<file path="src/rtl/axi_wr_arb_pkg.sv">
// Shared types and constants for the AXI3 write-channel arbiter: FSM states,
// payload widths and the bit offsets of the fields packed into each payload.
package axi_wr_arb_pkg;

  typedef enum logic [1:0] {
    ST_IDLE = 2'd0,
    ST_ADDR = 2'd1,
    ST_DATA = 2'd2,
    ST_RESP = 2'd3
  } state_e;

  localparam int AW_W = 45;  // {awid, awaddr, awlen, awsize, awburst}
  localparam int W_W  = 36;  // {wdata, wstrb}
  localparam int B_W  = 6;   // {bid, bresp}

  localparam int AWBURST_LSB = 0;
  localparam int AWSIZE_LSB  = 2;
  localparam int AWLEN_LSB   = 5;
  localparam int AWADDR_LSB  = 9;
  localparam int AWID_LSB    = 41;
  localparam int AWLEN_W     = 4;

  localparam int WSTRB_LSB = 0;
  localparam int WDATA_LSB = 4;

  localparam int BRESP_LSB = 0;
  localparam int BID_LSB   = 2;

endpackage

</file>
<file path="src/rtl/axi_rr_arbiter.sv">
// Round-robin grant selection: the search starts one past the last granted
// index and wraps, so every requester is served within NM grants.
module axi_rr_arbiter #(
  parameter int NM = 2
) (
  input  logic                  clk,
  input  logic                  resetn,
  input  logic [NM-1:0]         req,
  input  logic                  advance,
  output logic [$clog2(NM)-1:0] gnt,
  output logic                  gnt_valid
);

  localparam int GW = $clog2(NM);

  logic [GW-1:0] last_q;
  logic [GW-1:0] idx;
  logic          found;

  // Pointer resets to the highest index so master 0 is searched first.
  always_ff @(posedge clk) begin
    // NOTE: sequential state uses non-blocking assignments so every register
    // samples the pre-edge values regardless of statement order.
    if (!resetn) begin
      last_q <= GW'(NM - 1);
    end else if (advance) begin
      last_q <= gnt;
    end
  end

  always_comb begin
    // NOTE: every output of a combinational block gets a default first so no
    // path through the block leaves it unassigned and infers a latch.
    gnt   = '0;
    found = 1'b0;
    idx   = '0;
    for (int i = 1; i <= NM; i++) begin
      idx = GW'((int'(last_q) + i) % NM);
      if (!found && req[idx]) begin
        found = 1'b1;
        gnt   = idx;
      end
    end
  end

  assign gnt_valid = |req;

endmodule

</file>
<file path="src/rtl/axi_wr_arbiter.sv">
// Arbitrates NM AXI3 write masters onto one slave, one transaction at a time.
// Optional AXI_WR_ARB_WLAST_CHK_EN: generate s_wlast from awlen, flag m_wlast errors.
module axi_wr_arbiter
  import axi_wr_arb_pkg::*;
#(
  parameter int NM = 2
) (
  input  logic                  clk,
  input  logic                  resetn,
  input  logic [NM-1:0]         m_awvalid,
  output logic [NM-1:0]         m_awready,
  input  logic [NM*AW_W-1:0]    m_awpayload,
  input  logic [NM-1:0]         m_wvalid,
  output logic [NM-1:0]         m_wready,
  input  logic [NM*W_W-1:0]     m_wpayload,
  input  logic [NM-1:0]         m_wlast,
  output logic [NM-1:0]         m_bvalid,
  input  logic [NM-1:0]         m_bready,
  output logic [B_W-1:0]        m_bpayload,
  output logic                  s_awvalid,
  input  logic                  s_awready,
  output logic [AW_W-1:0]       s_awpayload,
  output logic                  s_wvalid,
  input  logic                  s_wready,
  output logic [W_W-1:0]        s_wpayload,
  output logic                  s_wlast,
  input  logic                  s_bvalid,
  output logic                  s_bready,
  input  logic [B_W-1:0]        s_bpayload,
  output logic [$clog2(NM)-1:0] grant
`ifdef AXI_WR_ARB_WLAST_CHK_EN
  ,
  output logic                  wlast_err
`endif
);

  localparam int GW = $clog2(NM);

  state_e          state_q, state_d;
  logic [GW-1:0]   grant_q;
  logic [GW-1:0]   rr_gnt;
  logic            rr_valid;
  logic            aw_take;
  logic [AW_W-1:0] aw_q;

  axi_rr_arbiter #(.NM(NM)) u_rr (
    .clk       (clk),
    .resetn    (resetn),
    .req       (m_awvalid),
    .advance   (aw_take),
    .gnt       (rr_gnt),
    .gnt_valid (rr_valid)
  );

  always_ff @(posedge clk) begin
    if (!resetn) begin
      state_q <= ST_IDLE;
      grant_q <= '0;
      // NOTE: the AW holding register is cleared on reset so s_awpayload is
      // deterministic; wide datapath registers normally skip reset.
      aw_q    <= '0;
    end else begin
      state_q <= state_d;
      if (aw_take) begin
        grant_q <= rr_gnt;
        aw_q    <= m_awpayload[rr_gnt*AW_W +: AW_W];
      end
    end
  end

`ifdef AXI_WR_ARB_WLAST_CHK_EN
  logic [AWLEN_W-1:0] beat_cnt_q;
  logic               w_hs;
  logic               wlast_err_q;

  assign w_hs = (state_q == ST_DATA) && s_wvalid && s_wready;

  // Counter holds beats remaining after the current one; zero marks the last.
  always_ff @(posedge clk) begin
    if (!resetn) begin
      beat_cnt_q  <= '0;
      wlast_err_q <= 1'b0;
    end else if (aw_take) begin
      beat_cnt_q <= m_awpayload[rr_gnt*AW_W + AWLEN_LSB +: AWLEN_W];
    end else if (w_hs) begin
      beat_cnt_q <= beat_cnt_q - 1'b1;
      if (m_wlast[grant_q] != (beat_cnt_q == '0)) begin
        wlast_err_q <= 1'b1;
      end
    end
  end

  assign s_wlast   = (beat_cnt_q == '0);
  assign wlast_err = wlast_err_q;
`else
  assign s_wlast = m_wlast[grant_q];
`endif

  always_comb begin
    state_d    = state_q;
    aw_take    = 1'b0;
    m_awready  = '0;
    m_wready   = '0;
    m_bvalid   = '0;
    s_awvalid  = 1'b0;
    s_wvalid   = 1'b0;
    s_bready   = 1'b0;
    s_wpayload = m_wpayload[grant_q*W_W +: W_W];
    unique case (state_q)
      ST_IDLE: begin
        if (rr_valid) begin
          aw_take           = 1'b1;
          m_awready[rr_gnt] = 1'b1;
          state_d           = ST_ADDR;
        end
      end
      ST_ADDR: begin
        s_awvalid = 1'b1;
        if (s_awready) state_d = ST_DATA;
      end
      ST_DATA: begin
        s_wvalid          = m_wvalid[grant_q];
        m_wready[grant_q] = s_wready;
        if (m_wvalid[grant_q] && s_wready && s_wlast) state_d = ST_RESP;
      end
      ST_RESP: begin
        m_bvalid[grant_q] = s_bvalid;
        s_bready          = m_bready[grant_q];
        if (s_bvalid && m_bready[grant_q]) state_d = ST_IDLE;
      end
      default: state_d = ST_IDLE;
    endcase
    // While reset is held no handshake may complete on either side.
    if (!resetn) begin
      state_d   = ST_IDLE;
      aw_take   = 1'b0;
      m_awready = '0;
      m_wready  = '0;
      m_bvalid  = '0;
      s_awvalid = 1'b0;
      s_wvalid  = 1'b0;
      s_bready  = 1'b0;
    end
  end

  assign s_awpayload = aw_q;
  assign m_bpayload  = s_bpayload;
  assign grant       = grant_q;

endmodule

</file>
<file path="config.mk">
export PLATFORM = sky130hd
export DESIGN_NAME = axi_wr_arbiter
export DESIGN_NICKNAME = d
export VERILOG_FILES = /design/src/rtl/axi_wr_arb_pkg.sv /design/src/rtl/axi_rr_arbiter.sv /design/src/rtl/axi_wr_arbiter.sv
export SDC_FILE = /design/constraint.sdc
export NUM_CORES = 1
export LEC_CHECK = 0
export CORE_MARGIN = 10
export CORE_UTILIZATION = 29
export CTS_BUF_LIST = sky130_fd_sc_hd__clkbuf_2 sky130_fd_sc_hd__clkbuf_4 sky130_fd_sc_hd__clkbuf_8
export CTS_CLUSTER_DIAMETER = 80
export DETAILED_ROUTE_END_ITERATION = 6
export PLACE_DENSITY = 0.91
export SLEW_MARGIN = 20
export SYNTH_ARGS = -nofsm -noshare
export SYNTH_HDL_FRONTEND = slang
export SYNTH_SLANG_ARGS = --single-unit
</file>
<file path="constraint.sdc">
create_clock -name clk -period 2.16 [get_ports clk]
set_input_delay 0.216 -clock clk [delete_from_list [all_inputs] [get_ports clk]]
set_output_delay 0.216 -clock clk [all_outputs]
set_load 0.05 [all_outputs]
</file>
# Yosys cells after proc, flatten, opt, wreduce, memory -nomap -nowiden
# Index checks and enable logic that the tools add are counted.
totals:
  output_inout_bits: 98
  register_bits: 49
  inputBits: 181
classes:
  bitwise: 2
  eq_ne: 7
  order_cmp: 6
  addsub: 2
  muxes: 38
  mul: 2
  shifts: 2
  n_reduce_logical: 10
ops:
  columns: ["cell", "count"]
  rows:
  - ["indexed part select 90 x 8 -> 45 bit", 1]
  - ["indexed part select 72 x 8 -> 36 bit", 1]
  - ["two-way mux 1 bit", 24]
  - ["two-way mux 2 bit", 11]
  - ["< comparator 1 x 2 -> 1 bit (second input constant)", 4]
  - ["inequality test 2 bit (second input constant)", 4]
  - ["one-hot mux 2 bit (4 select lines)", 1]
  - ["multiplier 1 x 6 -> 7 bit (second input constant)", 1]
  - ["logical AND 1 bit", 6]
  - ["multiplier 1 x 4 -> 5 bit (second input constant)", 1]
  - ["bitwise AND 2 bit", 2]
  - ["== test 2 bit (second input constant)", 2]
  - ["AND reduction 4 bit", 1]
  - ["adder 1 bit (second input constant)", 2]
  - ["demux 1 bit (select 1 bit)", 2]
  - ["== test 2 x 1 -> 1 bit (second input constant)", 1]
  - [">= comparator 1 bit (second input constant)", 2]
  - ["zero test 2 bit", 1]
  - ["OR reduction 2 bit", 1]
  - ["zero test 1 bit", 1]

# Logic depth before layout (Yosys ltp)
depth:
  ltp_word: 14
  depth_mapped: 8

# By module
# From an unflattened synthesis, not the netlist that was laid out.
hier_totals:
  hier_cells: 299
  area_unflattened_um2: 2837.7
modules_own_cells:
  columns: ["module", "cells_each", "seq_area_each_um2", "area_per_inst_um2", "instances"]
  rows:
  - ["axi_wr_arbiter", 293, 960.9, 2785.2, 1]
  - ["axi_rr_arbiter", 6, 20.0, 52.6, 1]

# Least setup slack after synthesis
# Ideal clock, no wire load.
synth_path:
  kind: "reg-to-output"
  start: "reg grant_q, in the netlist grant"
  end: "out s_wvalid"
  arrival_ns: 1.924
  required_time_ns: 1.944
  path_stages_with_launch: 5
  setup_slack_ns: 0.020
  n_path_buf: 2
  cell_sequence: "dfxtp_1 -> buf_6 -> clkbuf_1 -> mux2i_1 -> nor2_1"
synth_between:
  elab_chain_cells: 4
synth_rtl:
  columns: ["item", "line_no", "source"]
  rows:
  - ["start: declaration", "axi_wr_arbiter.sv:40", "logic [GW-1:0] grant_q;"]
  - ["start signal: assignment", "axi_wr_arbiter.sv:65", "grant_q <= rr_gnt;"]
  - ["two-way mux 1 bit (implied by the code) (2 in a row)", "axi_wr_arbiter.sv:122", "s_wvalid = m_wvalid[grant_q];"]
  - ["two-way mux 1 bit", "axi_wr_arbiter.sv:109", "unique case (state_q)"]
  - ["two-way mux 1 bit", "axi_wr_arbiter.sv:134", "if (!resetn) begin"]
  - ["end: declaration", "axi_wr_arbiter.sv:23", "output logic s_wvalid,"]
# Every way passes these cells. The select of a mux whose other input is x is not followed.

# Final worst setup path
layout_path:
  start: "reg state_q[0]"
  end: "out m_awready[0]"
layout_between:
  elab_chain_cells: 3
layout_rtl:
  columns: ["item", "line_no", "source"]
  rows:
  - ["start: declaration", "axi_wr_arbiter.sv:39", "state_e state_q, state_d;"]
  - ["start signal: assignment", "axi_wr_arbiter.sv:63", "state_q <= state_d;"]
  - ["zero test 2 bit", "axi_wr_arbiter.sv:109", null]
  - ["two-way mux 2 bit", "axi_wr_arbiter.sv:109", null]
  - ["two-way mux 2 bit", "axi_wr_arbiter.sv:134", null]
  - ["end: declaration", "axi_wr_arbiter.sv:11", "output logic [NM-1:0] m_awready,"]
# Every way passes these cells.

==> results list <==
- Worst-path fanout max: 14
- Share of power burned in combinational logic: roughly three fifths
- Post-layout total power: 5060 µW
- Pins over their slew limit: 0
* Number of hold-slack violations in the final timing report: 0
- After detailed placement, the design holds a cell count of 600.
- Worst ir drop on vdd: roughly 0.00044 V
* Count of placed standard cells in the final layout, fillers left out: 608
* Worst Max-Slew Pin Slew: 0.562 ns
- The die is between 100 and 150 µm tall.
* CP startpoint kind: flip-flop
- #FFs+latches synth: between 40 and 50
- The region available for standard cell placement spans ~9000 µm².
- Count of yosys warnings during synthesis: 0
* Mapped Nets: about 440
- Number of fill cells in the layout: 711
- Critical setup path kind: flip-flop to primary output
* CTS Root Cell: sky130_fd_sc_hd__clkbuf_8
- Routability cong.: 0.814
- Mapped Avg Cell Area: between 10 and 15 µm²
* Period utilisation layout: between 90 and 100%
* Reg-to-reg startpoint: state_q[0]
* Arrival time reported for the critical path endpoint: roughly 1.7 ns
* Most frequent cells in the layout: sky130_fd_sc_hd__clkdlybuf4s50_1, sky130_fd_sc_hd__dfxtp_1, sky130_fd_sc_hd__nor2b_1
- Critical path cell sequence: inv_1 -> ha_2 -> nand3_1 -> a21oi_4 -> buf_4 -> buf_12
* Max Buffers Root-to-Sink: 2
* Post-Synthesis Cell Area: roughly 2600 µm²
* Synth async-reset ratio: 0%
- Aggregate global-route resource usage: 18.4%
- In this design, the largest share of critical-path delay is due to buffers and inverters.
- The number of antenna violations at the first check in global routing is 0.
- Post-Route Hold Slack: approximately 0.43 ns
- Kind of end point of the critical path: primary output
* Failing checks: DRC
- Tracing the worst setup path back leads to its startpoint at state_q[0].
* Number of antenna-violating nets in the routed design: 0
- TritonCTS sink count: slightly below 50
* Via count: 3,094
* Peak Freq: 511 MHz
- Entering global routing, the biggest net connects 57 pins.
* Net count, final: ~700
- Clock power frac: around 15%
- Leaving out fill and tap cells, the most frequent cell in the layout is sky130_fd_sc_hd__clkdlybuf4s50_1.
* Vias in the first global route: 3,391
- Clock latency reported for the late side of the worst-skew pair: roughly 0.3 ns
- Run status: finished, violations left
* Final critical path time including I/O delays and setup: approximately 2.0 ns
* Slowest stage cell on the critical path: sky130_fd_sc_hd__dfxtp_1
- # setup viols final: 0
* Count of port buffers added during placement: ~270
* Number of buffers added for setup after CTS: 0
* Buffering stage count on the worst path with inverters included: 3
- Number of placement rows: 34
- Counting flops with a built-in enable in the synthesized netlist gives 0.
- Internal power comes to between 2000 and 3000 µW.
- Before antenna repair, the detailed router went through 7 iterations.
* Setup repair after global routing missed its margin: false
* Via/cell ratio: 5.09
- Classification of the worst-slack hold path: input port to primary output
* Sequential area share after synthesis: 37.5%
* Boundary pin count: roughly 280
- Number of antenna diodes: 0
- Clock skew on the completed layout was measured at between 0.008 and 0.009 ns.
- For this configuration, the core starts out at a cell density of around 30%.
- Die Width: about 110 µm
- After technology mapping, the gate count stands at 251.
* Maximum cell stage delay along the critical path: roughly 0.35 ns
- In this run the power spent charging and discharging nets is between 2000 and 2500 µW.
- STA puts the critical path data required time at just under 2 ns.
* Clock transition at path regs: around 0.08 ns
- CTS tree: done
* Number of remaining DRC errors: 3
* Part of the total power dissipated in sequential elements: about a quarter
- Among all flip-flop cells after synthesis, the most frequent one is sky130_fd_sc_hd__dfxtp_1.
- Number of DRC markers in iteration 0: about 400
* Launch point of the worst hold path: s_bpayload[5]
* Synth cell types: 30
* Power density cells: 915 nW/µm²
- After detailed routing, the total wire length is 13.0 mm.
- The floorplan step defined a die boundary enclosing 13,200 µm².
* Area Overhead vs Synth: 111%
- The clock tree synthesis step divided the H-tree into 2 levels.
* Global route overflow: 0
- Dividing the detail-routed wire length by the instance count gives around 21 µm.
* Setup_tns: 0 ns
- In this run the tightest slew margin relative to its limit is ~62%.
* Number of buffers created by CTS: 5
- The setup check on the worst reg-to-reg path leaves a slack of 0.38 ns.
- The analysis attributes to cell leakage a power of between 0.002 and 0.0025 µW.
- Detailed placement ended at an HPWL of between 10 and 15 mm.
- Cells with a size suffix above 1 make up 21.8% of the layout.
- Global-route wire length before repair: 19.6 mm
- Number of maximum-capacitance violations: 0
- Switching part of the total power: 44.2%
==> path summary, 6_finish.rpt <==
kind	end	cells past startpoint
hold reg to reg	state_q[1]	2
setup reg to reg	s_awpayload[41]	7
setup / recovery	m_awready[0]	6
hold / removal	m_bpayload[5]	0
==> sequential cells by signal, indices dropped and copies added, names as in the netlist <==
register / flops
s_awpayload: 45
state_q: 2
u_rr.last_q: 1
grant: 1
==> worst register-to-register path: cells and delay by family (launching register included) <==
family                   cells  cell delay (ns)
AND/OR/NAND/NOR              2             0.21
flip-flops                   1             0.40
adder cells (fa/ha/maj)      1             0.23
AO/OA/AOI/OAI                2             0.47
buffers and inverters        2             0.35
==> per-layer routing <==
layer,up-vias,wire (µm),global-route usage [%],part of all wire [%]
met4,0,110,3.38,0.84
met1,1483,4710,19.3,36
li1,1465,-,-,-
met5,-,0,0,0
met2,136,7210,34.9,55
met3,10,1000,5.89,7.7
==> kinds of logic after synthesis <==
logic type | synth area share (%)
compound gates | 20.1
fa+ha+maj | 2.39
buf+inv | 6.70
flops | 37.5
mux | 17.1
simple gates | 16.2
==> final cells by class <==
class	instances	area [µm²]	share of cell area (%)
flip-flops and latches	49	982	17.8
clock inverters	3	68.8	1.25
clock buffers	5	68.8	1.25
repair buffers	273	2760	50.0
inverters	4	15.0	0.272
well taps	108	135	2.45
multi-input cells	166	1490	27.0
==> repair_timing <==
item	in CTS	in global routing
resized for setup	0	1
hold buffers	0	0
endpoints found under the setup margin	0	1
endpoints found under the hold margin	0	0
==> power groups by stage <==
stage	combinational [µW]	clock (µW)	sequential, µW
final	3080	770	1210
after global routing	3250	836	1230
after CTS	3100	806	1210
after detailed placement	3100	0	1220
after global placement	3020	0	1210
after floorplan	1400	0	1740
==> cell usage after synthesis (2+ instances only) <==
| master | n | area share (%) |
|---|---|---|
| sky130_fd_sc_hd__dfxtp_1 | 49 | 38 |
| sky130_fd_sc_hd__nor2b_1 | 47 | 11 |
| sky130_fd_sc_hd__a222oi_1 | 45 | 17 |
| sky130_fd_sc_hd__mux2_2 | 37 | 16 |
| sky130_fd_sc_hd__clkbuf_1 | 13 | 1.9 |
| sky130_fd_sc_hd__buf_2 | 8 | 1.5 |
| sky130_fd_sc_hd__buf_4 | 6 | 1.7 |
| sky130_fd_sc_hd__ha_1 | 5 | 2.4 |
| sky130_fd_sc_hd__nor2_1 | 5 | 0.72 |
| sky130_fd_sc_hd__buf_1 | 4 | 0.57 |
| sky130_fd_sc_hd__inv_1 | 4 | 0.57 |
| sky130_fd_sc_hd__nand2_1 | 4 | 0.57 |
| sky130_fd_sc_hd__a21oi_1 | 3 | 0.57 |
| sky130_fd_sc_hd__nand3_1 | 3 | 0.57 |
| sky130_fd_sc_hd__and2_1 | 2 | 0.48 |
| sky130_fd_sc_hd__mux2i_1 | 2 | 0.77 |
==> per-stage QoR <==
step,worst slack (ns),instance area [µm²],util (%)
after floorplan,0.0200,2610,-
after global placement,0.317,5380,61.4
after detailed placement,0.193,5380,61.4
after CTS,0.138,5520,63.0
after global routing,0.0500,5520,63.0
final,0.205,5520,63.0
No activity file was read; power rests on OpenSTA's default activity.
